### src/rtl/ldtu_pkg.sv
// rtl/ldtu_pkg.sv - shared constants, state type and helpers for the LiTe-DTU sample packer
package ldtu_pkg;

  localparam int SAMPLE_BITS  = 13;
  localparam int BL_BITS      = 6;
  localparam int ACC_BITS     = 30;
  localparam int WORD_BITS    = 32;
  localparam int BL_PER_WORD  = 5;
  localparam int SIG_PER_WORD = 2;

  localparam logic [1:0] HDR_BL_FULL  = 2'b01;
  localparam logic [3:0] HDR_BL_PART  = 4'b0011;
  localparam logic [5:0] HDR_SIG_FULL = 6'b001010;
  localparam logic [5:0] HDR_SIG_PART = 6'b001011;

  typedef enum logic [1:0] {
    ST_EMPTY   = 2'd0,
    ST_ACC_BL  = 2'd1,
    ST_ACC_SIG = 2'd2
  } pack_state_t;

  // Places a 6-bit baseline sample into slot cnt; slot 0 is the oldest sample.
  function automatic logic [ACC_BITS-1:0] bl_insert(input logic [ACC_BITS-1:0] acc,
                                                    input logic [2:0] cnt,
                                                    input logic [BL_BITS-1:0] smp);
    logic [ACC_BITS-1:0] res;
    res = acc;
    case (cnt)
      3'd0:    res[5:0]   = smp;
      3'd1:    res[11:6]  = smp;
      3'd2:    res[17:12] = smp;
      3'd3:    res[23:18] = smp;
      default: res[29:24] = smp;
    endcase
    return res;
  endfunction

endpackage

### src/rtl/ldtu_sample_packer_if.sv
// rtl/ldtu_sample_packer_if.sv - sample input and word output bundle of the packer
interface ldtu_sample_packer_if;
  import ldtu_pkg::*;

  logic [SAMPLE_BITS-1:0] DATA_to_enc;
  logic                   baseline_flag;
  logic                   word_rd;
  logic [WORD_BITS-1:0]   word_out;
  logic                   word_avail;
  logic                   fifo_ovf;
  logic                   SeuError;

  modport slave (
    input  DATA_to_enc, baseline_flag, word_rd,
    output word_out, word_avail, fifo_ovf, SeuError
  );

  modport master (
    output DATA_to_enc, baseline_flag, word_rd,
    input  word_out, word_avail, fifo_ovf, SeuError
  );

endinterface

### src/rtl/ldtu_word_fifo.sv
// rtl/ldtu_word_fifo.sv - show-ahead 32-bit word FIFO with sticky overflow flag
module ldtu_word_fifo
  import ldtu_pkg::*;
#(
  parameter int FifoDepthW = 8,
  parameter int NBitsPtr   = 3
) (
  input  logic                 clk,
  input  logic                 rst_n,
  input  logic                 i_wr_en,
  input  logic [WORD_BITS-1:0] i_wr_data,
  input  logic                 i_rd_en,
  output logic [WORD_BITS-1:0] o_rd_data,
  output logic                 o_avail,
  output logic                 o_ovf
);

  logic [WORD_BITS-1:0] r_mem [FifoDepthW];
  logic [NBitsPtr:0]    r_wptr;
  logic [NBitsPtr:0]    r_rptr;
  logic                 r_ovf;

  logic w_empty;
  logic w_full;
  logic w_do_rd;
  logic w_do_wr;

  assign w_empty = (r_wptr == r_rptr);
  assign w_full  = (r_wptr[NBitsPtr] != r_rptr[NBitsPtr]) &&
                   (r_wptr[NBitsPtr-1:0] == r_rptr[NBitsPtr-1:0]);
  assign w_do_rd = i_rd_en && !w_empty;
  // A pop on the same edge frees the slot the incoming word lands in.
  assign w_do_wr = i_wr_en && (!w_full || w_do_rd);

  always_ff @(posedge clk or negedge rst_n) begin
    if (!rst_n) begin
      r_wptr <= '0;
      r_rptr <= '0;
      r_ovf  <= 1'b0;
    end else begin
      if (w_do_wr) r_wptr <= r_wptr + 1'b1;
      if (w_do_rd) r_rptr <= r_rptr + 1'b1;
      if (i_wr_en && !w_do_wr) r_ovf <= 1'b1;
    end
  end

  always_ff @(posedge clk) begin
    if (w_do_wr) r_mem[r_wptr[NBitsPtr-1:0]] <= i_wr_data;
  end

  assign o_rd_data = w_empty ? '0 : r_mem[r_rptr[NBitsPtr-1:0]];
  assign o_avail   = !w_empty;
  assign o_ovf     = r_ovf;

endmodule

### src/rtl/ldtu_sample_packer.sv
// rtl/ldtu_sample_packer.sv - packs 13-bit samples into 32-bit words (5 baseline or 2 signal per word)
module ldtu_sample_packer
  import ldtu_pkg::*;
#(
  parameter int FifoDepthW = 8,
  parameter int NBitsPtr   = 3
) (
  input  logic CLK,
  input  logic rst_b,
  ldtu_sample_packer_if.slave bus
);

  logic [SAMPLE_BITS-1:0] r_s_data;
  logic                   r_s_bl;
  logic                   r_s_vld;
  pack_state_t            r_state;
  logic [2:0]             r_cnt;
  logic [ACC_BITS-1:0]    r_acc;

  pack_state_t            w_state_nxt;
  logic [2:0]             w_cnt_nxt;
  logic [ACC_BITS-1:0]    w_acc_nxt;
  logic                   w_wr_en;
  logic [WORD_BITS-1:0]   w_wr_data;
  logic [ACC_BITS-1:0]    w_bl_first;
  logic [ACC_BITS-1:0]    w_sig_first;
  logic [WORD_BITS-1:0]   w_word_out;
  logic                   w_word_avail;
  logic                   w_fifo_ovf;

  // r_s_vld keeps the cleared input register from being packed as a real sample after reset.
  always_ff @(posedge CLK or negedge rst_b) begin
    if (!rst_b) begin
      r_s_data <= '0;
      r_s_bl   <= 1'b0;
      r_s_vld  <= 1'b0;
      r_state  <= ST_EMPTY;
      r_cnt    <= '0;
      r_acc    <= '0;
    end else begin
      r_s_data <= bus.DATA_to_enc;
      r_s_bl   <= bus.baseline_flag;
      r_s_vld  <= 1'b1;
      r_state  <= w_state_nxt;
      r_cnt    <= w_cnt_nxt;
      r_acc    <= w_acc_nxt;
    end
  end

  assign w_bl_first  = {{(ACC_BITS-BL_BITS){1'b0}}, r_s_data[BL_BITS-1:0]};
  assign w_sig_first = {{(ACC_BITS-SAMPLE_BITS){1'b0}}, r_s_data};

  always_comb begin
    w_state_nxt = r_state;
    w_cnt_nxt   = r_cnt;
    w_acc_nxt   = r_acc;
    w_wr_en     = 1'b0;
    w_wr_data   = '0;
    if (r_s_vld) begin
      case (r_state)
        ST_ACC_BL: begin
          if (!r_s_bl) begin
            w_wr_en     = 1'b1;
            w_wr_data   = {HDR_BL_PART, {1'b0, r_cnt}, r_acc[23:0]};
            w_acc_nxt   = w_sig_first;
            w_cnt_nxt   = 3'd1;
            w_state_nxt = ST_ACC_SIG;
          end else if (r_cnt == 3'(BL_PER_WORD - 1)) begin
            w_wr_en     = 1'b1;
            w_wr_data   = {HDR_BL_FULL, bl_insert(r_acc, r_cnt, r_s_data[BL_BITS-1:0])};
            w_acc_nxt   = '0;
            w_cnt_nxt   = 3'd0;
            w_state_nxt = ST_EMPTY;
          end else begin
            w_acc_nxt = bl_insert(r_acc, r_cnt, r_s_data[BL_BITS-1:0]);
            w_cnt_nxt = r_cnt + 3'd1;
          end
        end
        ST_ACC_SIG: begin
          if (r_s_bl) begin
            w_wr_en     = 1'b1;
            w_wr_data   = {HDR_SIG_PART, {SAMPLE_BITS{1'b0}}, r_acc[SAMPLE_BITS-1:0]};
            w_acc_nxt   = w_bl_first;
            w_cnt_nxt   = 3'd1;
            w_state_nxt = ST_ACC_BL;
          end else if (r_cnt == 3'(SIG_PER_WORD - 1)) begin
            w_wr_en     = 1'b1;
            w_wr_data   = {HDR_SIG_FULL, r_s_data, r_acc[SAMPLE_BITS-1:0]};
            w_acc_nxt   = '0;
            w_cnt_nxt   = 3'd0;
            w_state_nxt = ST_EMPTY;
          end else begin
            w_acc_nxt = w_sig_first;
            w_cnt_nxt = r_cnt + 3'd1;
          end
        end
        default: begin
          w_acc_nxt   = r_s_bl ? w_bl_first : w_sig_first;
          w_cnt_nxt   = 3'd1;
          w_state_nxt = r_s_bl ? ST_ACC_BL : ST_ACC_SIG;
        end
      endcase
    end
  end

  ldtu_word_fifo #(
    .FifoDepthW (FifoDepthW),
    .NBitsPtr   (NBitsPtr)
  ) u_word_fifo (
    .clk       (CLK),
    .rst_n     (rst_b),
    .i_wr_en   (w_wr_en),
    .i_wr_data (w_wr_data),
    .i_rd_en   (bus.word_rd),
    .o_rd_data (w_word_out),
    .o_avail   (w_word_avail),
    .o_ovf     (w_fifo_ovf)
  );

  assign bus.word_out   = w_word_out;
  assign bus.word_avail = w_word_avail;
  assign bus.fifo_ovf   = w_fifo_ovf;
  assign bus.SeuError   = 1'b0;

endmodule

### src/flat_wrapper.sv
// flat-port wrapper written by rule: the top's interface ports become plain ports
module ldtu_sample_packer_flat import ldtu_pkg::*;
#(
  parameter int FifoDepthW = 8,
  parameter int NBitsPtr   = 3
)
  (CLK, rst_b, bus_DATA_to_enc, bus_baseline_flag, bus_word_rd, bus_word_out, bus_word_avail, bus_fifo_ovf, bus_SeuError);
  ldtu_sample_packer_if bus_i ();
  input  logic CLK;
  input  logic rst_b;
  input wire logic [$bits(bus_i.DATA_to_enc)-1:0] bus_DATA_to_enc;
  input wire logic [$bits(bus_i.baseline_flag)-1:0] bus_baseline_flag;
  input wire logic [$bits(bus_i.word_rd)-1:0] bus_word_rd;
  output wire logic [$bits(bus_i.word_out)-1:0] bus_word_out;
  output wire logic [$bits(bus_i.word_avail)-1:0] bus_word_avail;
  output wire logic [$bits(bus_i.fifo_ovf)-1:0] bus_fifo_ovf;
  output wire logic [$bits(bus_i.SeuError)-1:0] bus_SeuError;
  assign bus_i.DATA_to_enc = bus_DATA_to_enc;
  assign bus_i.baseline_flag = bus_baseline_flag;
  assign bus_i.word_rd = bus_word_rd;
  assign bus_word_out = bus_i.word_out;
  assign bus_word_avail = bus_i.word_avail;
  assign bus_fifo_ovf = bus_i.fifo_ovf;
  assign bus_SeuError = bus_i.SeuError;
  ldtu_sample_packer #(.FifoDepthW(FifoDepthW), .NBitsPtr(NBitsPtr)) u_core (.CLK(CLK), .rst_b(rst_b), .bus(bus_i));
endmodule
### config.mk
export PLATFORM = sky130hd
export DESIGN_NAME = ldtu_sample_packer_flat
export DESIGN_NICKNAME = d
export VERILOG_FILES = /design/src/rtl/ldtu_pkg.sv /design/src/rtl/ldtu_sample_packer_if.sv /design/src/rtl/ldtu_word_fifo.sv /design/src/rtl/ldtu_sample_packer.sv /design/src/flat_wrapper.sv
export SDC_FILE = /design/constraint.sdc
export NUM_CORES = 1
export LEC_CHECK = 0
export BUFFER_PORTS_ARGS = -buffer_cell sky130_fd_sc_hd__buf_2
export CAP_MARGIN = 15
export CORE_MARGIN = 2
export CORE_UTILIZATION = 30
export DETAILED_ROUTE_END_ITERATION = 8
export PLACE_DENSITY = 0.47
export SYNTH_ARGS = -nofsm -noshare
export SYNTH_HDL_FRONTEND = slang
export SYNTH_SLANG_ARGS = --single-unit
### constraint.sdc
create_clock -name CLK -period 6.7 [get_ports CLK]
set_input_delay 1.34 -clock CLK [delete_from_list [all_inputs] [get_ports CLK]]
set_output_delay 1.34 -clock CLK [all_outputs]
set_load 0.02 [all_outputs]
* Yosys cells after proc, flatten, opt, wreduce, memory -nomap -nowiden
Memory sizes are Yosys's and may differ from the RTL's.
Cells that the tools add are included.
** Storage, ports and cells
- Bits in registers :: 59
- Bits in writable memories :: 256
- Input port bits :: 17
- Output and inout bits :: 35
- Logic and storage cells :: 72
- Memories kept :: 1
** Memories
- u_core.u_word_fifo.r_mem :: words 8, bits a word 32, rd ports 1, clocked after Yosys merged registers in 0, wr ports 1, RTL line ldtu_word_fifo.sv:18 : logic [WORD_BITS-1:0] r_mem [FifoDepthW];
** Cells by class
- Add/sub/neg operators :: 3
- Eq/ne operators :: 11
- Mux-type cells :: 37
- Reduce and logical (&&, ||, !) cells :: 11
** Operators by type and width (count)
- 32-bit 2-to-1 mux :: 4
- 30-bit 2-to-1 mux :: 4
- 32-bit one-hot mux with 2 select lines :: 1
- 30-bit one-hot mux with 2 select lines :: 1
- 31-bit 2-to-1 mux :: 1
- 6-bit 2-to-1 mux :: 5
- 13-bit 2-to-1 mux :: 2
- 3-bit 2-to-1 mux :: 4
- 2-bit 2-to-1 mux :: 5
- 4-bit by 1-bit adder with 4-bit output (second input constant) :: 2
- 1-bit 2-to-1 mux :: 7
- 3-bit by 2-bit == test with 1-bit output (second input constant) :: 2
- 3-bit one-hot mux with 2 select lines :: 1
- 4-bit == test :: 1
- 1-bit logical AND :: 4
- 2-bit one-hot mux with 2 select lines :: 1
- 4-bit OR reduction :: 1
- 3-bit by 1-bit adder with 3-bit output (second input constant) :: 1
- 3-bit by 1-bit == test with 1-bit output (second input constant) :: 1
- 3-bit == test :: 1
- 3-bit == test (second input constant) :: 1
- 1-bit logical NOT :: 3
- 3-bit logical NOT :: 1
- 3-bit by 1-bit != test with 1-bit output (second input constant) :: 1
- other kinds (7) :: 7

* Longest topological paths before layout
- Depth after elaboration :: 8
- Mapped depth :: 9
- Gate-level depth less buffers :: 7

* Modules after synthesis
A second synthesis with hierarchy kept.
** Unflattened totals
- Cells, all modules :: 729
- Area, all modules :: 13093.8 um^2
** Modules (own cells, without submodules)
- ldtu_word_fifo :: instances 1, cells each 463, area an instance 10326.2 um^2
- ldtu_sample_packer :: instances 1, cells each 266, area an instance 2767.7 um^2

* Least setup slack after synthesis
OpenSTA, ideal clock, no wires.
- Kind :: input -> register
- Start point :: input bus_word_rd
- End point :: memory u_core.u_word_fifo.r_mem[1][0] (enable)
- Library setup time :: 508 ps
- Arrival :: 4860 ps
- Path slack :: 1332 ps
- Stages :: 3
- Buffers on the path :: 0
- Cell sequence :: or2_2 o2bb2ai_2 nor4b_1
** On the way
- Longest elaborated chain between the ends :: 5
** Ends and longest elaborated chain
- from (decl) :: RTL line flat_wrapper.sv:13 : input wire logic [$bits(bus_i.word_rd)-1:0] bus_word_rd;
- 1-bit logical AND :: RTL line ldtu_word_fifo.sv:31 : assign w_do_rd = i_rd_en && !w_empty;
- 1-bit logical OR :: RTL line ldtu_word_fifo.sv:33 : assign w_do_wr = i_wr_en && (!w_full || w_do_rd);
- 1-bit logical AND :: RTL line ldtu_word_fifo.sv:33
- 1-bit 2-to-1 mux :: RTL line ldtu_word_fifo.sv:48 : if (w_do_wr) r_mem[r_wptr[NBitsPtr-1:0]] <= i_wr_data;
- 1-bit 2-to-1 mux (implied by the code) :: RTL line ldtu_word_fifo.sv:48
- to (decl) :: RTL line ldtu_word_fifo.sv:18
Every way passes these cells.

* Final worst setup path
- Start point :: register u_core.u_word_fifo.r_rptr[0]
- End point :: output bus_word_out[27]
** On the way
- Longest elaborated chain between the ends :: 2
- Elaborated cells between the ends (all ways) :: 3
** Ends and longest elaborated chain
- from (decl) :: RTL line ldtu_word_fifo.sv:20 : logic [NBitsPtr:0] r_rptr;
- from (signal assigned) :: RTL line ldtu_word_fifo.sv:42 : if (w_do_rd) r_rptr <= r_rptr + 1'b1;
- memory read 8 x 32 bit / 4-bit == test (equally long branches)
- 32-bit 2-to-1 mux * :: RTL line ldtu_word_fifo.sv:51 : assign o_rd_data = w_empty ? '0 : r_mem[r_rptr[NBitsPtr-1:0]];
- to (decl) :: RTL line flat_wrapper.sv:14 : output wire logic [$bits(bus_i.word_out)-1:0] bus_word_out;
Mark *: on every way between the ends. The rest lies on a longest branch, timed or not.

==> summary.md <==
| Metric | Value |
|---|---|
| CP Capture Type | output port |
| Clock sink count | 307 |
| Crit path DAT | 3.27 ns |
| Slowest Stage Delay on Critical Path | 1.03 ns |
| Die W | 209 um |
| CTS tree | done |
| DRC | 0 |
| CP Class | reg2out |
| CP Launch Type | flip-flop |
| Initial antenna violation count | 1 |
| FFs w/ async S/R, synth | 19.2% |
| Number of global-route vias before repair | 6,701 |
| Cell variety after synth | 56 |
| # setup viols final | 0 |
| Cells after Synth | 694 |
| Crit path required time | 5.36 ns |
| Detail Placement HPWL | 16,200 um |
| Worst Skew | 0.0171 ns |
| Drt first pass iters | 5 |
| ANT nets after route | 0 |
| Clock Latency Late Sink | 0.57 ns |
| Total Wirelength | 29,100 um |
| Clock transition at path regs | 0.06 ns |
| Mux contribution to synthesized area | 14.8% |
| RSZ-0062 raised after global routing | false |
| VDD IR max | 148 uV |
| Syn_area_per_cell | 18.1 um2 |
| Wire per inst | 22.2 um |
| Slew Limit Fails | 0 |
| Die Area | 0.0436 mm2 |
| GP Congestion | 0.750 |
| Status | completed |
| Post-Synth Simple-Gate Area | 4.48% |
| Post-Route Setup TNS | 0 ns |
| CP cell instances | buf_4 > mux4_2 > mux2i_1 > nor2_1 > buf_2 |
| Layout cell share with drive strength beyond 1 | 26.5% |
| PortBufs | 49 |
| Multi-input gate area | 0.00342 mm2 |
| Cts repair resizes | 0 |
| Adder-cell share of the synthesized area | 0.895% |
| Worst-path maximum fanout | 42 |
| Clock root buffer | clkbuf_16 |
| Std cell rows | 75 |
| GRT overflow | 0 |
| Part of the cycle the worst path needs | 68.8% |
| EDFF count, synth | 248 |
| H-tree Lvls | 1 |
| Final min period | 4.61 ns |
| Initial Utilization | 30.2% |
| Maximum number of pins on one net before global-route repair | 60 |
| Fillcell total | 3,970 |
| Hold-fix buffers at CTS | 0 |
| Synth Cell Area | 0.0126 mm2 |
| CTS Buffer Depth | 3 |
| Primary FF master, synth | edfxtp_1 |
| MaxCap Viol Count | 0 |
| Top cells by count, synth | edfxtp_1, mux4_2, dfrtp_1 |
| Yosys top cell area share | 59.2% |
| Synth Area in Compound Gates | 5.79% |
| Setup Buffers After CTS | 0 |
| Register area share after synthesis | 71.0% |
| PwrDens | 410 mW/mm2 |
| Synth Register Bits | 307 |
| Main combinational cell family by area after synthesis | multiplexers |
| Static leakage | 5.22 nW |
| Rel. slew slack | 23.1% |
| Hold Crit Class | reg2reg |
| DR iter-0 viols | 466 |
| Largest area contributor in the netlist | edfxtp_1 |
| XOR/XNOR share of the synthesized area | 0.696% |
| I/O Pins | 52 |
| Via count | 6,339 |
| GRT Util Overall | 13.7% |
| Most common cell in the synthesized netlist | edfxtp_1 |
| Slowest CP cell | dfrtp_4 |
| Slew @ Worst Pin | 1.15 ns |
| Area delta synth->final | 15.0% |
| TritonCTS buffer count | 31 |
| Final hold vios | 0 |
| Nets | 768 |
| Peak Freq | 217 MHz |
| Global-route wire length before repair | 44,400 um |
| Ranking of synthesized cells by area | edfxtp_1, dfrtp_1, mux4_2, mux2i_1, a22o_1 |
| Setup slack after layout | 2.09 ns |
| Synth Warn # | 0 |
| Height of the die | 209 um |
| Via-to-Cell Ratio | 4.85 |
| Core Area | 0.0417 mm2 |
| Sequential cell area | 0.00893 mm2 |
| Pre-CTS setup slack | 2.53 ns |
==> critical path: cells and delay by family, from the launching register on <==
kind | cells | cell delay (ns)
buf+inv | 2 | 0.75
flops | 1 | 1.03
mux | 2 | 0.80
simple gates | 1 | 0.06
==> layout make-up <==
cell class	instances	area share (%)
Sequential cell	307	61.7
Clock buffer	46	6.17
Antenna cell	1	0.0173
Inverter	12	0.311
Clock inverter	12	0.978
Timing Repair Buffer	64	2.47
Multi-Input combinational cell	326	23.6
Tap cell	539	4.66
==> report_power, final <==
part | switching (mW) | internal [mW]
clock network | 0.708 | 1.03
logic | 1.03 | 0.767
registers | 0.190 | 2.21
==> kinds of logic (layout without fill, tap and decap cells) <==
family                   after synthesis  in the layout
AO/OA/AOI/OAI                         86             86
XOR/XNOR                              10             10
adder cells (fa/ha/maj)                9              9
buffers and inverters                 62            134
flip-flops                           307            307
multiplexers                         108            108
other                                  2              4
AND/OR/NAND/NOR                      110            110
==> path summary, 6_finish.rpt <==
path | startpoint | cells past startpoint | slack, ns | to
max | u_core.u_word_fifo.r_rptr[0]$_DFFE_PN0P_ | 5 | 2.09 | bus_word_out[27]
min | u_core.u_word_fifo.r_wptr[3]$_DFFE_PN0P_ | 1 | 0.48 | u_core.u_word_fifo.r_wptr[3]$_DFFE_PN0P_
max reg2reg | u_core.r_cnt[0]$_DFFE_PN0P_ | 8 | 3.44 | u_core.u_word_fifo.r_mem[6][6]$_DFFE_PP_
min reg2reg | u_core.u_word_fifo.r_wptr[3]$_DFFE_PN0P_ | 1 | 0.48 | u_core.u_word_fifo.r_wptr[3]$_DFFE_PN0P_
max in group asynchronous | rst_b | 2 | 5.14 | u_core.u_word_fifo.r_rptr[0]$_DFFE_PN0P_
min in group asynchronous | rst_b | 2 | 0.96 | u_core.r_s_data[0]$_DFF_PN0_
==> state kept, by name, indices dropped and copies added (netlist names), 2 cells and up <==
name and cells:
u_core.u_word_fifo.r_mem 248, u_core.r_acc 30, u_core.r_s_data 13, u_core.u_word_fifo.r_rptr 4, u_core.u_word_fifo.r_wptr 4, u_core.r_cnt 3, u_core.r_state 2
==> metrics by stage <==
stage                     instances  total power [mW]  area (um2)  hold WS (ns)  utilization [%]
after global routing           1306              6.26       14500         0.508             34.7
after floorplan                 695              3.73       12600         0.458                -
after detailed placement       1248              4.29       13400         0.480             32.2
final                          1307              5.93       14500         0.484             34.7
after CTS                      1306              6.05       14500         0.490             34.7
after global placement         1248              4.29       13400         0.479             32.2
==> routing by layer <==
layer	part of all wire [%]	up-vias	track usage (%)	wire [um]
li1	-	2841	-	-
met1	46	3338	19.1	13400
met2	48	118	22.2	13900
met3	3.7	40	1.92	1090
met4	2.3	2	4.09	666
met5	0.024	-	0	7
==> layout by cell type, fill, tap and decap left out, types with 4 or more instances in the layout <==
master     Yosys  final
mux2i_1       41     41
o22a_1         6      6
clkbuf_1      22      9
nor2_1        48     48
clkinv_2       0      6
mux4_2        62     62
a22o_1        36     36
edfxtp_1     248    248
and2_1        14     14
nand2_1       12     12
dfrtp_1       59     56
a22oi_1       12     12
mux2_2         5      5
buf_2         11     49
nor2b_1        5      4
clkbuf_16      0     31
nand3_1        5      5
buf_4          3     15
xnor2_1        6      6
ha_1           9      9
inv_1         12     12
a21oi_1        5      5
clkbuf_8       0      6
xor2_1         4      4
No activity file was read; power rests on OpenSTA's default activity.
